File: config.mk
export PLATFORM = sky130hd
export DESIGN_NAME = kmap_settle_timer
export DESIGN_NICKNAME = d
export VERILOG_FILES = /design/src/rtl/kmap_pkg.sv /design/src/rtl/kmap_settle_timer.sv
export SDC_FILE = /design/constraint.sdc
export NUM_CORES = 1
export LEC_CHECK = 0
export ABC_CLOCK_PERIOD_IN_PS = 1700
export CAP_MARGIN = 20
export CORE_MARGIN = 5
export CORE_UTILIZATION = 30
export DETAILED_ROUTE_END_ITERATION = 16
export PLACE_DENSITY = 0.5
export SYNTH_ARGS = -nofsm -noshare
export SYNTH_HDL_FRONTEND = slang
export SYNTH_SLANG_ARGS = --single-unit
File: constraint.sdc
create_clock -name clk -period 1.7 [get_ports clk]
set_input_delay 0.34 -clock clk [delete_from_list [all_inputs] [get_ports clk]]
set_output_delay 0.34 -clock clk [all_outputs]
set_load 0.02 [all_outputs]
File: src/rtl/kmap_pkg.sv
`default_nettype none
// ============================================================================
// Module      : kmap_pkg
// Description : Shared types and helpers for the K-map sweep checker.
// Revision    : 1.0 - initial release
// ============================================================================
package kmap_pkg;

  // Width of the settle dwell counter (dwell of 0..255 cycles).
  localparam int SETTLE_W = 8;

  typedef enum logic [1:0] {
    IDLE   = 2'd0,
    SETTLE = 2'd1,
    SAMPLE = 2'd2,
    DONE   = 2'd3
  } kmap_state_t;

  // Number of rows in the truth table of an n-input function.
  function automatic int n_minterms(input int n);
    return 1 << n;
  endfunction

endpackage
`default_nettype wire

File: src/rtl/kmap_settle_timer.sv
`default_nettype none
// ============================================================================
// Module      : kmap_settle_timer
// Description : Dwell timer for the SETTLE state. load clears the count,
//               count advances it, expire flags the last dwell cycle.
//               With SETTLE_CYCLES == 0 there is no dwell and expire is
//               constantly high.
// Revision    : 1.0 - initial release
// ============================================================================
module kmap_settle_timer
  import kmap_pkg::*;
#(
  parameter int SETTLE_CYCLES = 1
) (
  input  logic clk,
  input  logic areset_n,
  input  logic load_i,
  input  logic count_i,
  output logic expire_o
);

  generate
    if (SETTLE_CYCLES == 0) begin : g_no_dwell
      logic unused_w;
      assign unused_w = ^{clk, areset_n, load_i, count_i};
      assign expire_o = 1'b1;
    end else begin : g_dwell
      localparam logic [SETTLE_W-1:0] LAST_CNT = SETTLE_W'(SETTLE_CYCLES - 1);

      logic [SETTLE_W-1:0] cnt_q;
      logic [SETTLE_W-1:0] cnt_d;

      // Next count: restart on load, otherwise step while dwelling.
      always_comb begin
        cnt_d = cnt_q;
        if (load_i) begin
          cnt_d = '0;
        end else if (count_i) begin
          cnt_d = cnt_q + SETTLE_W'(1);
        end
      end

      // Count register.
      always_ff @(posedge clk or negedge areset_n) begin
        if (!areset_n) begin
          cnt_q <= '0;
        end else begin
          cnt_q <= cnt_d;
        end
      end

      assign expire_o = count_i && (cnt_q == LAST_CNT);
    end
  endgenerate

endmodule
`default_nettype wire

After elaboration in Yosys (flattened, before gate mapping)

Cells that the tools add are included.

Flip-flop bits (word level): 8
Word-level logic and storage cells: 7

Reductions and logical operators: 3
Mux-type cells: 2
Add/subtract/negate cells: 1

Operator list:

| kind                                        | count |
|---|---|
| two-way mux 8 bit                           | 2 |
| adder 8 x 1 -> 8 bit, second input constant | 1 |
| logical NOT 8 bit                           | 1 |
| nonzero test 2 bit                          | 1 |
| logical AND 1 bit                           | 1 |

Longest topological paths before layout

Gate-level depths: netlist of run 1.

Depth after elaboration: 3
Depth in mapped cells: 4
Mapped depth without buffers: 4

Worst setup path after synthesis of run 1

OpenSTA, ideal clock, no wires.

Kind: register to output
Start point: reg g_dwell.cnt_q[2]
End point: out expire_o
Stages on the path, launching flop included: 3
Buffers on the path: 0
Data arrival time: 1.228 ns
Required time: 1.360 ns
Setup slack: 0.132 ns
Cell sequence: dfrtp_1 -> or4_1 -> nor2_1

Cells in the longest elaborated chain, start to end: 2

Ends and longest elaborated chain:

| element                  | line                    | text |
|---|---|---|
| start: declaration       | kmap_settle_timer.sv:30 | `logic [SETTLE_W-1:0] cnt_q;` |
| start signal: assignment | kmap_settle_timer.sv:48 | `cnt_q <= cnt_d;` |
| logical NOT 8 bit        | kmap_settle_timer.sv:52 | `assign expire_o = count_i && (cnt_q == LAST_CNT);` |
| logical AND 1 bit        | kmap_settle_timer.sv:52 |  |
| end: declaration         | kmap_settle_timer.sv:19 | `output logic expire_o` |

No other way between the ends.

Worst setup path after layout of run 1

Ends and elaborated chain as after synthesis.

==> run metrics, run 1 <==
status=finished with violations; failing checks=setup timing; top flop regs=g_dwell.cnt_q x8; I/O pin cnt=5; H-tree Lvls=1; vias in the first global route=366; Final Core Density=43.59%; Crit Path Class=flip-flop to output pin; Placer Congestion=0.7894; Core Area=1318 um^2; Gate power share=15.8%; latest clock arrival within the worst-skew pair=0.25 ns; WL/cell=11.86 um; clk root buf=clkbuf_4; Routed WL=854 um; critical path capture point type=output pin; Synth Cell Area=424.2 um^2; sequential share of power=48.6%; Clock power frac=35.6%; PortBufs=4; Final setup viols=1; largest register by flop count=g_dwell.cnt_q; share of cells above drive strength 1=28.07%; Post-Syn Nets=49; final worst slack=-0.05125 ns; post-route insts no fill=72; antenna violations before repair=0; Main synth FF type=dfrtp_1; final hold vios=0; nets=65; DR pass1 iterations=4; max_cap viols=0; Post-Syn Instances=43; Clk pin slew, worst setup/hold paths=0.05 ns; CP max FO=2; Period minus WS final=1.751 ns; switching power share of the total=24.48%; Pleak=0.2673 nW; Die ar.=2266 um^2; DRC Markers=0; pin count of the biggest net entering global routing=9; number of synthesized flops with an enable pin=0; Placement Cell Area=539.3 um^2; Antenna diodes=0; dpl ws=-0.3146 ns; critical path arrival=1.41 ns; Critical Path Source Type=flip-flop; GRT Total Usage=9.885%; net switching power=0.09973 mW; Relative slew margins=75.22%; Largest register FFs=8; Max Clock Skew=0.003575 ns; Final period util=103.0%; register area share after synthesis=47.20%; WHS=0.3644 ns; worst path cell trace=or4_4, nor2_4, buf_6; CP max stage cell=or4_4; Initial Util=32.19%; critical path required time=1.36 ns; synthesized flop and latch total=8; Initial DRC Count=8; Slew Limit Fails=0; FP Rows=13; placed cell count=69; hpwl dp=667.2 um; worst-margin pin slew=0.3706 ns; Post-CTS Setup Bufs=0; Max IR drop VDD=270.7 uV; final antenna-violating net count=0; multi-input logic area=216.5 um^2; DIE WIDTH=47.60 um; Int Pwr=0.3076 mW; Area Growth Syn to Fin=35.40%; Syn Area/Cell=9.864 um^2; final design area excluding fillers=574.3 um^2; Via density=5.167; highest clock rate=571.0 MHz; HP Class=primary input to async pin; delay of the slowest critical-path stage=0.55 ns; RSZ-0062 raised after global routing=yes; Clock Tree Buf Depth=2; Congestion Overflow GR=0; Storage cell area=200.2 um^2; PwrDens=709.3 nW/um^2; clock buffer count from CTS=3; Yosys cell types=18; Fillers=127; Synth Warn #=0; TritonCTS clock tree=built; CTS Sinks=8; Post-synth ARST share=100.0%; first-pass GRT wire length=1469 um; vias=372; Hold-fix buffers, CTS=0; Die Y-Extent=47.60 um
==> per-layer routing <==
layer	share of wire (%)	track usage, %	vias up
met4	1.1	8.065	0
met3	4.7	2.256	2
met1	48	12.30	181
met2	46	14.44	8
met5	0	0	-
li1	-	-	181
==> area by class of cell <==
cell class | instances | area share, %
multi-input combinational | 31 | 37.69
sequential | 8 | 34.86
timing repair buffer | 13 | 18.95
clock buffer | 3 | 3.922
tap | 15 | 3.268
inverter | 2 | 1.307
==> per-stage QoR <==
stage | power (mW) | TNS, ns
finish | 0.4073 | -0.05125
global placement | 0.2608 | -0.2998
detailed placement | 0.2621 | -0.3146
CTS | 0.4107 | -0.07060
global route | 0.4317 | -0.09290
floorplan | 0.2323 | 0
==> repair_timing <==
item,CTS,global route
setup endpoints to repair,1,1
resized for setup,5,4
endpoints found under the hold margin,0,0
pin swaps,0,1
==> path summary, 6_finish.rpt <==
path,depth (start not counted),end,slack [ns],start
setup / recovery,3,expire_o,-0.05,g_dwell.cnt_q[2]
hold / removal,1,g_dwell.cnt_q[0],0.36,areset_n
setup reg to reg,5,g_dwell.cnt_q[6],0.41,g_dwell.cnt_q[0]
hold reg to reg,2,g_dwell.cnt_q[7],0.58,g_dwell.cnt_q[7]
max in group asynchronous,1,g_dwell.cnt_q[2],1.07,areset_n
min in group clk,2,g_dwell.cnt_q[7],0.58,g_dwell.cnt_q[7]
==> cell usage in the layout, fill, tap and decap left out <==
cell type,Yosys,routed
xnor2_1,1,1
inv_1,2,2
nand2_1,1,1
nor2_1,6,5
nand4_1,3,3
xor2_1,3,3
a21oi_1,3,3
clkdlybuf4s50_1,0,3
nand3_1,2,2
or3_1,3,3
buf_4,1,9
buf_6,0,1
dfrtp_1,8,8
clkbuf_4,0,3
nand4bb_1,1,1
nand4_2,1,1
o21ai_0,3,3
or4_4,0,1
nor2_4,0,1
mux2i_1,1,1
ha_1,2,2
==> power groups by stage <==
stage | clock network [mW] | logic [mW] | registers (mW)
floorplan | 0 | 0.0271 | 0.205
detailed placement | 0 | 0.0607 | 0.201
CTS | 0.153 | 0.0597 | 0.198
global placement | 0 | 0.0600 | 0.201
finish | 0.145 | 0.0642 | 0.198
global route | 0.161 | 0.0724 | 0.198
==> cell usage after synthesis (2+ instances only) <==
cell | instances | area [um^2]
o21ai_0 | 3 | 15.01
xor2_1 | 3 | 26.28
nor2_1 | 6 | 22.52
ha_1 | 2 | 25.02
dfrtp_1 | 8 | 200.2
nand3_1 | 2 | 10.01
nand4_1 | 3 | 18.77
or3_1 | 3 | 18.77
inv_1 | 2 | 7.510
a21oi_1 | 3 | 15.01
==> kinds of logic after synthesis <==
| kind of cell | share of synthesized area (%) |
|---|---|
| adders and majority gates | 5.899 |
| DFF | 47.20 |
| buffers and inverters | 4.425 |
| muxes | 2.360 |
| AOI/OAI and AO/OA | 7.078 |
| and+or+nand+nor | 24.78 |
| xor gates and xnor gates | 8.261 |
==> worst max-delay path, delay by kind of cell, from the launching register on <==
kind	cells	cell delay, ns
buf+inv	1	0.12
flops	1	0.37
simple gates	2	0.67
(Power assumes the default switching activity.)
==> run 2: changes to the inputs <==
Settings changed: CORE_MARGIN 5 to 10, DONT_BUFFER_PORTS set to 1, GPL_TIMING_DRIVEN set to 0, PLACE_DENSITY 0.5 to 0.46.
==> run 2 against run 1 <==
  * The flow now finishes without violations
  * Cell count is 9.7% lower
  * Clock skew is 0.0065 ns higher
  * Non-clock buffer count is 7 lower
  * Fmax is 4.0% higher
  * Combinational power is 33% lower
  * Via count is 9.7% lower
  * Global-route usage is 3.8 points lower
==> run metrics, run 2 (synthesis results as in run 1) <==
Final period util=99.10%; Period minus WS final=1.685 ns; Gate power share=10.9%; net switching power=0.1017 mW; Final Core Density=38.75%; final hold vios=0; H-tree Lvls=1; Initial DRC Count=8; Clock Tree Buf Depth=2; Pleak=0.2267 nW; clk root buf=clkbuf_4; Placer Congestion=0.7400; HP Class=primary input to flip-flop; Relative slew margins=74.56%; sequential share of power=51.4%; pin count of the biggest net entering global routing=9; clock buffer count from CTS=3; DIE WIDTH=57.60 um; Final setup viols=0; CP bufs+invs=0; multi-input logic area=216.5 um^2; CTS Sinks=8; Initial Util=32.19%; Antenna diodes=0; vias in the first global route=371; PortBufs=0; Congestion Overflow GR=0; Core Area=1318 um^2; Largest register FFs=8; FP Rows=13; Area Growth Syn to Fin=20.35%; worst path cell trace=or4_4, nor2_4; largest register by flop count=g_dwell.cnt_q; WL/cell=13.82 um; first-pass GRT wire length=1593 um; antenna violations before repair=0; WHS=0.3939 ns; delay of the slowest critical-path stage=0.55 ns; Int Pwr=0.2942 mW; status=finished, final reports clean; max_cap viols=0; nets=58; Crit Path Class=flip-flop to output pin; Via density=5.169; critical path capture point type=output pin; Storage cell area=201.4 um^2; Fillers=136; Placement Cell Area=442.9 um^2; commonest cells after routing, fill and taps aside=dfrtp_1 (7), nor2_1 (5), buf_4 (4); Max Clock Skew=0.01012 ns; Slew Limit Fails=0; Die Y-Extent=57.60 um; TritonCTS clock tree=built; critical path required time=1.36 ns; vias=336; Die ar.=3318 um^2; Routed WL=898 um; Critical Path Source Type=flip-flop; Setup TNS=0 ns; I/O pin cnt=5; switching power share of the total=25.69%; top flop regs=g_dwell.cnt_q x8; DR pass1 iterations=4; CP max FO=2; final design area excluding fillers=510.5 um^2; GRT Total Usage=6.091%; hpwl dp=659.2 um; DRC Markers=0; worst-margin pin slew=0.3804 ns; RSZ-0062 raised after global routing=yes; Clk pin slew, worst setup/hold paths=0.06 ns; CP max stage cell=or4_4; most common cell after layout, fill and taps aside=dfrtp_1; Clock power frac=37.7%; CP delay by family, top=simple AND/OR/NAND/NOR gates; final antenna-violating net count=0; Max IR drop VDD=391.9 uV; share of cells above drive strength 1=22.00%; highest clock rate=593.6 MHz; latest clock arrival within the worst-skew pair=0.26 ns; PwrDens=775.6 nW/um^2; critical path arrival=1.34 ns
==> run 2: what timing repair did <==
action / 4_1_cts / 5_1_grt
pin swaps: 2 / 1
gates cloned: 0 / 0
buffers inserted: 2 / 1
setup endpoints to repair: 1 / 1
gates resized for setup: 4 / 0
hold endpoints to repair: 8 / 0
hold buffers: 1 / 0
==> run 2: power by group through the flow <==
stage | Sequential, mW | Clock [mW] | Combinational, mW
2_1_floorplan | 0.205 | 0 | 0.0271
3_3_place_gp | 0.207 | 0 | 0.0316
3_5_place_dp | 0.207 | 0 | 0.0337
4_1_cts | 0.203 | 0.151 | 0.0438
5_1_grt | 0.205 | 0.162 | 0.0488
6_report | 0.203 | 0.149 | 0.0431
==> run 2: cell type report <==
cell class	instances	share of cell area (%)
Inverter	2	1.471
Clock buffer	3	4.412
Multi-Input combinational cell	31	42.40
Buffer	2	2.206
Timing Repair Buffer	4	6.373
Sequential cell	8	39.46
Tap cell	15	3.676
==> run 2: stage by stage <==
| step | setup slack [ns] | std cells | total power, mW |
|---|---|---|---|
| global placement | 0.04685 | 58 | 0.2386 |
| global route | -0.02511 | 65 | 0.4150 |
| detailed placement | 0.03626 | 58 | 0.2409 |
| finish | 0.01537 | 65 | 0.3959 |
| CTS | -0.02191 | 64 | 0.3982 |
| floorplan | 0.1322 | 43 | 0.2323 |
==> run 2: path summary, 6_finish.rpt <==
| kind | start | to | slack, ns | depth (start not counted) |
|---|---|---|---|---|
| worst min-delay path | count_i | g_dwell.cnt_q[0] | 0.39 | 3 |
| min in group asynchronous | areset_n | g_dwell.cnt_q[5] | 0.43 | 1 |
| worst max-delay path | g_dwell.cnt_q[3] | expire_o | 0.02 | 2 |
| worst min register to register | g_dwell.cnt_q[7] | g_dwell.cnt_q[7] | 0.58 | 2 |
| worst max register to register | g_dwell.cnt_q[0] | g_dwell.cnt_q[6] | 0.39 | 4 |
| max in group asynchronous | areset_n | g_dwell.cnt_q[2] | 0.96 | 1 |
==> run 2: per-layer routing <==
metal  track usage, %  share of wire [%]  up-vias
met3            2.212                5.3        2
met2            9.663                 44        7
met5                0                  0        -
met4            4.027                2.9        0
met1            6.610                 47      160
li1                 -                  -      167
==> run 2: worst reg2reg max path, delay by kind of cell (launching register included) <==
family | cells | cell delay [ns]
fa+ha+maj | 1 | 0.20
simple gates | 2 | 0.44
flops | 1 | 0.45
compound gates | 1 | 0.14
